## src/rtl/pc_unit_if.sv

```systemverilog
// pc_unit_if
// Bundles the stall, decode, execute and PC/flag/halt signals exchanged with
// the fetch-stage PC unit.
//   slave  : the PC unit. It reads stall/decode/execute and drives pc,
//            pc_plus_two, redirect, flags and halted.
//   master : the surrounding pipeline. It drives the inputs and reads the
//            results.
// Parameter ADDR_WIDTH must match the ADDR_WIDTH of the attached pc_unit.
interface pc_unit_if #(
  parameter int ADDR_WIDTH = 16
);
  logic                  stall;
  logic                  dec_valid;
  logic [15:0]           dec_instr;
  logic [ADDR_WIDTH-1:0] dec_pc_plus_two;
  logic [ADDR_WIDTH-1:0] dec_reg_val;
  logic                  ex_valid;
  logic [3:0]            ex_opcode;
  logic [2:0]            ex_flags;
  logic [ADDR_WIDTH-1:0] pc;
  logic [ADDR_WIDTH-1:0] pc_plus_two;
  logic                  redirect;
  logic [2:0]            flags;
  logic                  halted;

  modport master (
    output stall, dec_valid, dec_instr, dec_pc_plus_two, dec_reg_val,
           ex_valid, ex_opcode, ex_flags,
    input  pc, pc_plus_two, redirect, flags, halted
  );

  modport slave (
    input  stall, dec_valid, dec_instr, dec_pc_plus_two, dec_reg_val,
           ex_valid, ex_opcode, ex_flags,
    output pc, pc_plus_two, redirect, flags, halted
  );
endinterface

```

## src/rtl/pc_unit.sv

```systemverilog
// pc_unit
// Fetch-stage PC unit. It holds the fetch PC and the {N,Z,V} flag register,
// and it resolves B/BR in decode with a one-cycle redirect. It also runs the
// halt sequence RUN -> DRAIN -> HALTED.
// Ports:
//   clk : system clock. All state changes on the rising edge.
//   rst : synchronous, active-high reset. It overrides every other event.
//   bus : pc_unit_if.slave
//         inputs : stall, dec_valid, dec_instr, dec_pc_plus_two, dec_reg_val,
//                  ex_valid, ex_opcode, ex_flags
//         outputs: pc, pc_plus_two, redirect, flags, halted
// Parameters: ADDR_WIDTH, RESET_VECTOR, DRAIN_CYCLES (0 allowed).
// Optional macro PC_UNIT_FLAG_FWD_EN: when defined, the branch condition
// reads flags forwarded per bit from execute. When undefined, the branch
// reads only the registered flags, so the hazard unit must stall a branch
// while a flag-setting op is in execute.
module pc_unit #(
  parameter int                    ADDR_WIDTH   = 16,
  parameter logic [ADDR_WIDTH-1:0] RESET_VECTOR = '0,
  parameter int                    DRAIN_CYCLES = 3
) (
  input logic      clk,
  input logic      rst,
  pc_unit_if.slave bus
);

  localparam logic [3:0] OP_B   = 4'hC;
  localparam logic [3:0] OP_BR  = 4'hD;
  localparam logic [3:0] OP_HLT = 4'hF;
  localparam int CNT_W = (DRAIN_CYCLES > 0) ? $clog2(DRAIN_CYCLES + 1) : 1;

  typedef enum logic [1:0] {
    ST_RUN,
    ST_DRAIN,
    ST_HALTED
  } state_t;

  state_t                state, state_next;
  logic [CNT_W-1:0]      drain_cnt, drain_cnt_next;
  logic [ADDR_WIDTH-1:0] pc_q, pc_next, pc_inc;
  logic [ADDR_WIDTH-1:0] offset, branch_target;
  logic [2:0]            flags_q, flags_next, cond_flags;
  logic [3:0]            opcode;
  logic [2:0]            cond;
  logic                  load_nv, load_z;
  logic                  cond_met, act, is_branch, is_hlt;
  logic                  take_branch, take_hlt;

  assign opcode = bus.dec_instr[15:12];
  assign cond   = bus.dec_instr[11:9];
  assign pc_inc = pc_q + ADDR_WIDTH'(2);

  // The 9-bit word offset is sign-extended and scaled to bytes. The cast
  // trims it to the address width, so the target wraps modulo 2^ADDR_WIDTH.
  assign offset        = ADDR_WIDTH'({{ADDR_WIDTH{bus.dec_instr[8]}}, bus.dec_instr[8:0], 1'b0});
  assign branch_target = (opcode == OP_B) ? (bus.dec_pc_plus_two + offset) : bus.dec_reg_val;

  // Select which execute ops write which flag bits. N/V come only from
  // ops 0/1. Z also comes from the logical/shift group.
  always_comb begin
    load_nv = 1'b0;
    load_z  = 1'b0;
    if (bus.ex_valid) begin
      case (bus.ex_opcode)
        4'h0, 4'h1:             begin load_nv = 1'b1; load_z = 1'b1; end
        4'h3, 4'h4, 4'h5, 4'h6: load_z = 1'b1;
        default:                ;
      endcase
    end
  end

  // Compute the next flag register. Updates continue in every FSM state.
  always_comb begin
    flags_next = flags_q;
    if (load_nv) begin
      flags_next[2] = bus.ex_flags[2];
      flags_next[0] = bus.ex_flags[0];
    end
    if (load_z) begin
      flags_next[1] = bus.ex_flags[1];
    end
  end

`ifdef PC_UNIT_FLAG_FWD_EN
  // Forward per bit: each bit comes from execute only if that op writes it.
  assign cond_flags = flags_next;
`else
  assign cond_flags = flags_q;
`endif

  // Evaluate the condition code against {N,Z,V}.
  always_comb begin
    cond_met = 1'b0;
    case (cond)
      3'b000: cond_met = ~cond_flags[1];
      3'b001: cond_met = cond_flags[1];
      3'b010: cond_met = ~cond_flags[1] & ~cond_flags[2];
      3'b011: cond_met = cond_flags[2];
      3'b100: cond_met = cond_flags[1] | ~cond_flags[2];
      3'b101: cond_met = cond_flags[2] | cond_flags[1];
      3'b110: cond_met = cond_flags[0];
      3'b111: cond_met = 1'b1;
      default: cond_met = 1'b0;
    endcase
  end

  assign act         = bus.dec_valid & ~bus.stall & (state == ST_RUN);
  assign is_branch   = (opcode == OP_B) | (opcode == OP_BR);
  assign is_hlt      = (opcode == OP_HLT);
  assign take_branch = act & is_branch & cond_met;
  assign take_hlt    = act & is_hlt;

  // Redirect is combinational from decode. Reset masks it so it reads 0
  // while rst is held.
  assign bus.redirect    = ~rst & (take_branch | take_hlt);
  assign bus.pc          = pc_q;
  assign bus.pc_plus_two = pc_inc;
  assign bus.flags       = flags_q;
  assign bus.halted      = (state == ST_HALTED);

  // Compute the next state, drain counter and PC. HLT parks the PC on the
  // HLT instruction itself. After that, DRAIN and HALTED freeze the PC.
  always_comb begin
    state_next     = state;
    drain_cnt_next = drain_cnt;
    pc_next        = pc_q;
    case (state)
      ST_RUN: begin
        if (take_branch) begin
          pc_next = branch_target;
        end else if (take_hlt) begin
          pc_next = bus.dec_pc_plus_two - ADDR_WIDTH'(2);
          if (DRAIN_CYCLES > 0) begin
            state_next     = ST_DRAIN;
            drain_cnt_next = CNT_W'(DRAIN_CYCLES);
          end else begin
            state_next = ST_HALTED;
          end
        end else if (!bus.stall) begin
          pc_next = pc_inc;
        end
      end
      ST_DRAIN: begin
        if (drain_cnt <= CNT_W'(1)) begin
          state_next     = ST_HALTED;
          drain_cnt_next = '0;
        end else begin
          drain_cnt_next = drain_cnt - CNT_W'(1);
        end
      end
      ST_HALTED: ;
      default: state_next = ST_RUN;
    endcase
  end

  // State registers with synchronous reset.
  always_ff @(posedge clk) begin
    if (rst) begin
      state     <= ST_RUN;
      drain_cnt <= '0;
      pc_q      <= RESET_VECTOR;
      flags_q   <= '0;
    end else begin
      state     <= state_next;
      drain_cnt <= drain_cnt_next;
      pc_q      <= pc_next;
      flags_q   <= flags_next;
    end
  end

endmodule
```

## src/flat_wrapper.sv

```systemverilog
// flat-port wrapper written by rule: the top's interface ports become plain ports
module pc_unit_flat 
#(
  parameter int                    ADDR_WIDTH   = 16,
  parameter logic [ADDR_WIDTH-1:0] RESET_VECTOR = '0,
  parameter int                    DRAIN_CYCLES = 3
)
  (clk, rst, bus_stall, bus_dec_valid, bus_dec_instr, bus_dec_pc_plus_two, bus_dec_reg_val, bus_ex_valid, bus_ex_opcode, bus_ex_flags, bus_pc, bus_pc_plus_two, bus_redirect, bus_flags, bus_halted);
  pc_unit_if #(.ADDR_WIDTH(ADDR_WIDTH)) bus_i ();
  input logic clk;
  input logic rst;
  input wire logic [$bits(bus_i.stall)-1:0] bus_stall;
  input wire logic [$bits(bus_i.dec_valid)-1:0] bus_dec_valid;
  input wire logic [$bits(bus_i.dec_instr)-1:0] bus_dec_instr;
  input wire logic [$bits(bus_i.dec_pc_plus_two)-1:0] bus_dec_pc_plus_two;
  input wire logic [$bits(bus_i.dec_reg_val)-1:0] bus_dec_reg_val;
  input wire logic [$bits(bus_i.ex_valid)-1:0] bus_ex_valid;
  input wire logic [$bits(bus_i.ex_opcode)-1:0] bus_ex_opcode;
  input wire logic [$bits(bus_i.ex_flags)-1:0] bus_ex_flags;
  output wire logic [$bits(bus_i.pc)-1:0] bus_pc;
  output wire logic [$bits(bus_i.pc_plus_two)-1:0] bus_pc_plus_two;
  output wire logic [$bits(bus_i.redirect)-1:0] bus_redirect;
  output wire logic [$bits(bus_i.flags)-1:0] bus_flags;
  output wire logic [$bits(bus_i.halted)-1:0] bus_halted;
  assign bus_i.stall = bus_stall;
  assign bus_i.dec_valid = bus_dec_valid;
  assign bus_i.dec_instr = bus_dec_instr;
  assign bus_i.dec_pc_plus_two = bus_dec_pc_plus_two;
  assign bus_i.dec_reg_val = bus_dec_reg_val;
  assign bus_i.ex_valid = bus_ex_valid;
  assign bus_i.ex_opcode = bus_ex_opcode;
  assign bus_i.ex_flags = bus_ex_flags;
  assign bus_pc = bus_i.pc;
  assign bus_pc_plus_two = bus_i.pc_plus_two;
  assign bus_redirect = bus_i.redirect;
  assign bus_flags = bus_i.flags;
  assign bus_halted = bus_i.halted;
  pc_unit #(.ADDR_WIDTH(ADDR_WIDTH), .RESET_VECTOR(RESET_VECTOR), .DRAIN_CYCLES(DRAIN_CYCLES)) u_core (.clk(clk), .rst(rst), .bus(bus_i));
endmodule
```

## config.mk

```make
export PLATFORM = sky130hd
export DESIGN_NAME = pc_unit_flat
export DESIGN_NICKNAME = d
export VERILOG_FILES = /design/src/rtl/pc_unit_if.sv /design/src/rtl/pc_unit.sv /design/src/flat_wrapper.sv
export SDC_FILE = /design/constraint.sdc
export NUM_CORES = 1
export LEC_CHECK = 0
export BUFFER_PORTS_ARGS = -buffer_cell sky130_fd_sc_hd__buf_2
export CORE_UTILIZATION = 50
export DETAILED_ROUTE_END_ITERATION = 16
export GPL_TIMING_DRIVEN = 0
export PLACE_DENSITY = 0.87
export SKIP_LAST_GASP = 1
export SLEW_MARGIN = 40
export SYNTH_ARGS = -nofsm -noshare
export SYNTH_HDL_FRONTEND = slang
export SYNTH_SLANG_ARGS = --single-unit
export TNS_END_PERCENT = 30
```

## constraint.sdc

```tcl
create_clock -name clk -period 5.7 [get_ports clk]
set_clock_uncertainty 0.1 [all_clocks]
set_input_delay 0.285 -clock clk [delete_from_list [all_inputs] [get_ports clk]]
set_output_delay 0.285 -clock clk [all_outputs]
set_load 0.05 [all_outputs]
```

Yosys cells after proc, flatten, opt, wreduce, memory -nomap -nowiden
Cells that the tools add are included.
{"block": "classes", "n_reduce_logical": 9, "n_addsub": 4, "muxes": 17, "n_lt_le_gt_ge": 1, "bitwise": 16, "n_eq_ne": 21}
{"operator": "$mux 16", "count": 4}
{"operator": "$add 16x16->16", "count": 1}
{"operator": "$add 16x2->16 const B", "count": 1}
{"operator": "$sub 16x2->16 const B", "count": 1}
{"operator": "$eq 3x3->1 const B", "count": 4}
{"operator": "$eq 4x3->1 const B", "count": 3}
{"operator": "$eq 4x4->1 const B", "count": 3}
{"operator": "$mux 2", "count": 6}
{"operator": "$pmux 1 s8", "count": 1}
{"operator": "$and 1x1->1", "count": 7}
{"operator": "$eq 3x2->1 const B", "count": 2}
{"operator": "$pmux 2 s3", "count": 1}
{"operator": "$reduce_or 6->1", "count": 1}
{"operator": "$not 1->1", "count": 5}
{"operator": "$eq 4x1->1 const B", "count": 1}
{"operator": "$eq 4x2->1 const B", "count": 1}
{"operator": "$logic_not 4->1", "count": 1}
{"operator": "$mux 1", "count": 4}
{"operator": "$ne 2x1->1 const B", "count": 2}
{"operator": "$or 1x1->1", "count": 4}
{"operator": "$pmux 2 s2", "count": 1}
{"operator": "$reduce_and 4->1", "count": 1}
{"operator": "$eq 3x1->1 const B", "count": 1}
{"operator": "$logic_not 3->1", "count": 1}
{"operator": "other kinds (11)", "count": 11}
{"block": "word_totals", "elab_cells": 73, "input_bits": 60, "reg_bits": 23, "output_inout_bits": 37}

Longest topological paths before layout
{"block": "depth", "word_depth": 7, "mapped_depth": 9, "mapped_depth_nobuf": 9}

Least setup slack after synthesis
No wires, ideal clock.
{"block": "synth_path", "kind": "reg2reg", "startpoint": "register u_core.pc_q[1] (netlist: u_core.bus.pc[1])", "endpoint": "register u_core.pc_q[11] (netlist: u_core.bus.pc[11])", "setup_slack_ns": 2.849, "setup_time_ns": 0.101, "synth_period_minus_slack_ns": 2.851, "arrival_ns": 2.650, "path_buffers": 0, "stages_incl_launch_ff": 7, "required_time_ns": 5.499, "cell_sequence": "dfxtp_1 ha_1 nand2_1 nor3_1 xor2_1 nor3_1 o41ai_1"}
{"block": "synth_between", "elab_chain_cells": 4}
{"item": "start: declaration", "line": "pc_unit.sv:40", "text": "logic [ADDR_WIDTH-1:0] pc_q, pc_next, pc_inc;"}
{"item": "start signal: assignment", "line": "pc_unit.sv:166", "text": "pc_q <= pc_next;"}
{"item": "$add 16x2->16", "line": "pc_unit.sv:51", "text": "assign pc_inc = pc_q + ADDR_WIDTH'(2);"}
{"item": "via bus_pc_plus_two[11]", "line": "flat_wrapper.sv:21", "text": "output wire logic [$bits(bus_i.pc_plus_two)-1:0] bus_pc_plus_two;"}
{"item": "$mux 16", "line": "pc_unit.sv:139", "text": "end else if (!bus.stall) begin"}
{"item": "$mux 16", "line": "pc_unit.sv:131", "text": "end else if (take_hlt) begin"}
{"item": "$mux 16", "line": "pc_unit.sv:129", "text": "if (take_branch) begin"}
The timed path passes the listed nets, and every way through them passes these cells. The select of a mux whose other input is x is not followed.
A chain may end at the register's enable or synchronous reset.

Final worst setup path
{"block": "layout_path", "startpoint": "register u_core.state[0]", "endpoint": "output port bus_redirect"}
{"block": "layout_between", "elab_chain_cells": 6, "word_cells_on_any_way": 7, "cone_classes": "bitwise (6); reduce/logical (1)"}
{"item": "start: declaration", "line": "pc_unit.sv:38", "text": "state_t state, state_next;"}
{"item": "start signal: assignment", "line": "pc_unit.sv:164", "text": "state <= state_next;"}
{"item": "$logic_not 2->1 (*)", "line": "pc_unit.sv:107", "text": "assign act = bus.dec_valid & ~bus.stall & (state == ST_RUN);"}
{"item": "$and 1x1->1 (*)", "line": "pc_unit.sv:107"}
{"item": "$and 1x1->1 (2 in a row)", "line": "pc_unit.sv:110", "text": "assign take_branch = act & is_branch & cond_met;"}
{"item": "$or 1x1->1 (*)", "line": "pc_unit.sv:115", "text": "assign bus.redirect = ~rst & (take_branch | take_hlt);"}
{"item": "$and 1x1->1 (*)", "line": "pc_unit.sv:115"}
{"item": "end: declaration", "line": "flat_wrapper.sv:22", "text": "output wire logic [$bits(bus_i.redirect)-1:0] bus_redirect;"}
Every way passes the cells marked *; elsewhere a longest branch is shown, timed or not.

==> results.ini <==
[grt]
grt_antenna_before_repair=0
grt_pass1_wl_mm=13.4
grt_pass1_vias=2901
grt_use_total_pct=31.7
grt_max_degree=14
grt_overflow=0

[place]
dp_hpwl_mm=6.92
port_buffers=95
postPlaceCellArea_mm2=0.00314
gp_congestion=0.905

[run]
drv_cap=0

[clock_tree]
postCtsHoldBufs=0
clock_latency_ps=270
htreeDepth=1
cts-root-buf=clkbuf_8
cts_made_buffers=3
cts_setup_buffers=0
cts_buffer_depth=2
cts_sinks=23
cts_tree=built
cts_resized=0
clk_pin_slew_worst_paths_ps=90

[power_and_ir_drop]
irDropWorstVdd_mv=0.0816
switching_power_uw=208
clockPowerShare_pct=21.1
internal-power_uw=293
seq_power_share_pct=35.2
p_sw_share_pct=41.5
p_leak_nw=1.42
comb_power_share_pct=43.8
power_density_mw_per_mm2=157

[sta]
tns_ps=0
min_period_over_period_pct=54.0
final.min_clock_period_ps=3080
tightest_slew_ps=687
setup-violations-final=0
report.final.slew_viol_count=0
rsz0062_at_grt=no
max_slew_margin_pct=53.8
max_freq_ghz=0.325
finalHoldViolations=0

[drt]
first_pass_iters=6
wl_per_cell_um=16.7
vias=3148
via_per_inst=6.14
ant_nets=0
drt-total-wl_mm=8.57
drt_iter0_drc=256
drc=0

[layout]
antenna_cells=0
final_area_mm2=0.00320
syn_to_final_growth_pct=23.6
nets=524
nFillCells=427
drive_above_1_share_pct=25.8

[synth]
yosysUniqueCellTypes=54
synth_area_per_cell_um2=7.45
synth_top_area_share_pct=17.8
yosysWarningCount=0
synth_edf_count=0
yosysMostFrequentCell=nor2_1
synth-seq-cells=23
synthesis.area_mm2=0.00258
synth_common_cells=31 x nor2_1, 28 x nand2_1, 23 x dfxtp_1
synth_flop_cell=dfxtp_1
ys_seq_area_share_pct=17.8
synthCells=347
yosysTopAreaCell=dfxtp_1
async_flop_share_pct=0
yosys-top-cells-area=dfxtp_1 18%, ha_1 7.7%, xnor2_1 6.1%
syn_nets=424

[floorplanning]
io_pins=97
start_util_pct=53.3
chipHeight_um=73.9
rows=25
die_w_um=73.9
core_mm2=0.00485
dieArea_mm2=0.00546

[worst_hold_path]
hold_end=u_core.bus.flags[0]
min-delay-start=bus_ex_flags[0]
hold_path_depth=3
hp-class=input port to register

[worst_setup_path]
critPathKind=register to output port
r2r_start=u_core.state[0]
r2r_slack_ps=3050
worstSetupStartpointType=register
worstPathMaxFanout=10
arrival_ps=2700
cp-end-kind=output port
worst-r2r-cell-count=6
r2r_end=u_core.bus.pc[9]
cp.required_ps=5320

[status]
status=completed

## critical path, stage by stage (launching register included)
cell	delay, ps
dfxtp_1	380
or3_4	430
or4_4	550
nor3_2	290
buf_2	300
nor2_1	90
nor2_1	110
buf_2	270
## logic make-up after synthesis
logic type | share of synthesized area (%)
AO/OA/AOI/OAI | 27.3
XOR/XNOR | 10.2
adder cells (fa/ha/maj) | 8.52
buffers and inverters | 3.92
flip-flops | 17.8
multiplexers | 2.81
AND/OR/NAND/NOR | 29.5
## worst max-delay path by stage
stage                     start                end  slack [ps]  cells after the start
2_1_floorplan  u_core.bus.pc[1]  u_core.bus.pc[11]        2850                      6
3_3_place_gp    u_core.state[0]       bus_redirect        2920                      7
3_5_place_dp    u_core.state[0]       bus_redirect        2900                      7
4_1_cts         u_core.state[0]       bus_redirect        2590                      7
5_1_grt         u_core.state[0]       bus_redirect        2550                      7
6_report        u_core.state[0]       bus_redirect        2620                      7
## layer usage
layer  part of all wire, %  GRT usage [%]  wire length [um]  vias up
met5                     0              0                 0        -
met4                   2.1           12.0               176        0
met3                   7.2           3.29               620       23
met2                    48           53.2              4080      175
met1                    43           41.7              3700     1435
li1                      -              -                 -     1515
## layout by cell type (no fill, tap or decap), types with 11 or more instances in the layout
| cell | n |
|---|---|
| xnor2_1 | 18 |
| a211oi_1 | 11 |
| xor2_1 | 12 |
| o21ai_0 | 18 |
| nor2_1 | 31 |
| nor3_1 | 17 |
| ha_1 | 16 |
| dfxtp_1 | 23 |
| a21oi_1 | 21 |
| nand3_1 | 14 |
| buf_2 | 98 |
| nand2_1 | 28 |
## final cells by class
class	count	area, um^2	share of cell area, %
Clock buffer	3	41.3	1.29
Multi-Input combinational cell	301	2030	63.5
Tap cell	67	83.8	2.62
Inverter	10	37.5	1.17
Timing Repair Buffer	95	475	14.9
Buffer	13	63.8	2.00
Sequential cell	23	460	14.4
Clock inverter	1	5.00	0.157
## power groups by stage
stage / combinational, mW / sequential [mW] / clock [mW]
floorplan: 0.128 / 0.200 / 0
global placement: 0.211 / 0.179 / 0
detailed placement: 0.215 / 0.180 / 0
CTS: 0.216 / 0.176 / 0.103
global route: 0.238 / 0.178 / 0.109
finish: 0.220 / 0.176 / 0.106
## sequential cells by signal (all words and copies together), names as in the netlist
name / flops
u_core.bus.flags: 3
u_core.drain_cnt: 2
u_core.bus.pc: 16
u_core.state: 2
## stage by stage
| stage | hold WS [ps] | setup WS (ps) | utilization (%) | total power, mW | instances |
|---|---|---|---|---|---|
| after floorplan | 332 | 2850 | - | 0.327 | 347 |
| after global placement | 386 | 2920 | 64.9 | 0.391 | 509 |
| after detailed placement | 390 | 2900 | 64.9 | 0.395 | 509 |
| after CTS | 149 | 2590 | 65.8 | 0.495 | 513 |
| after global routing | 165 | 2550 | 65.9 | 0.525 | 513 |
| final | 143 | 2620 | 65.9 | 0.502 | 513 |
(Power assumes the default switching activity.)
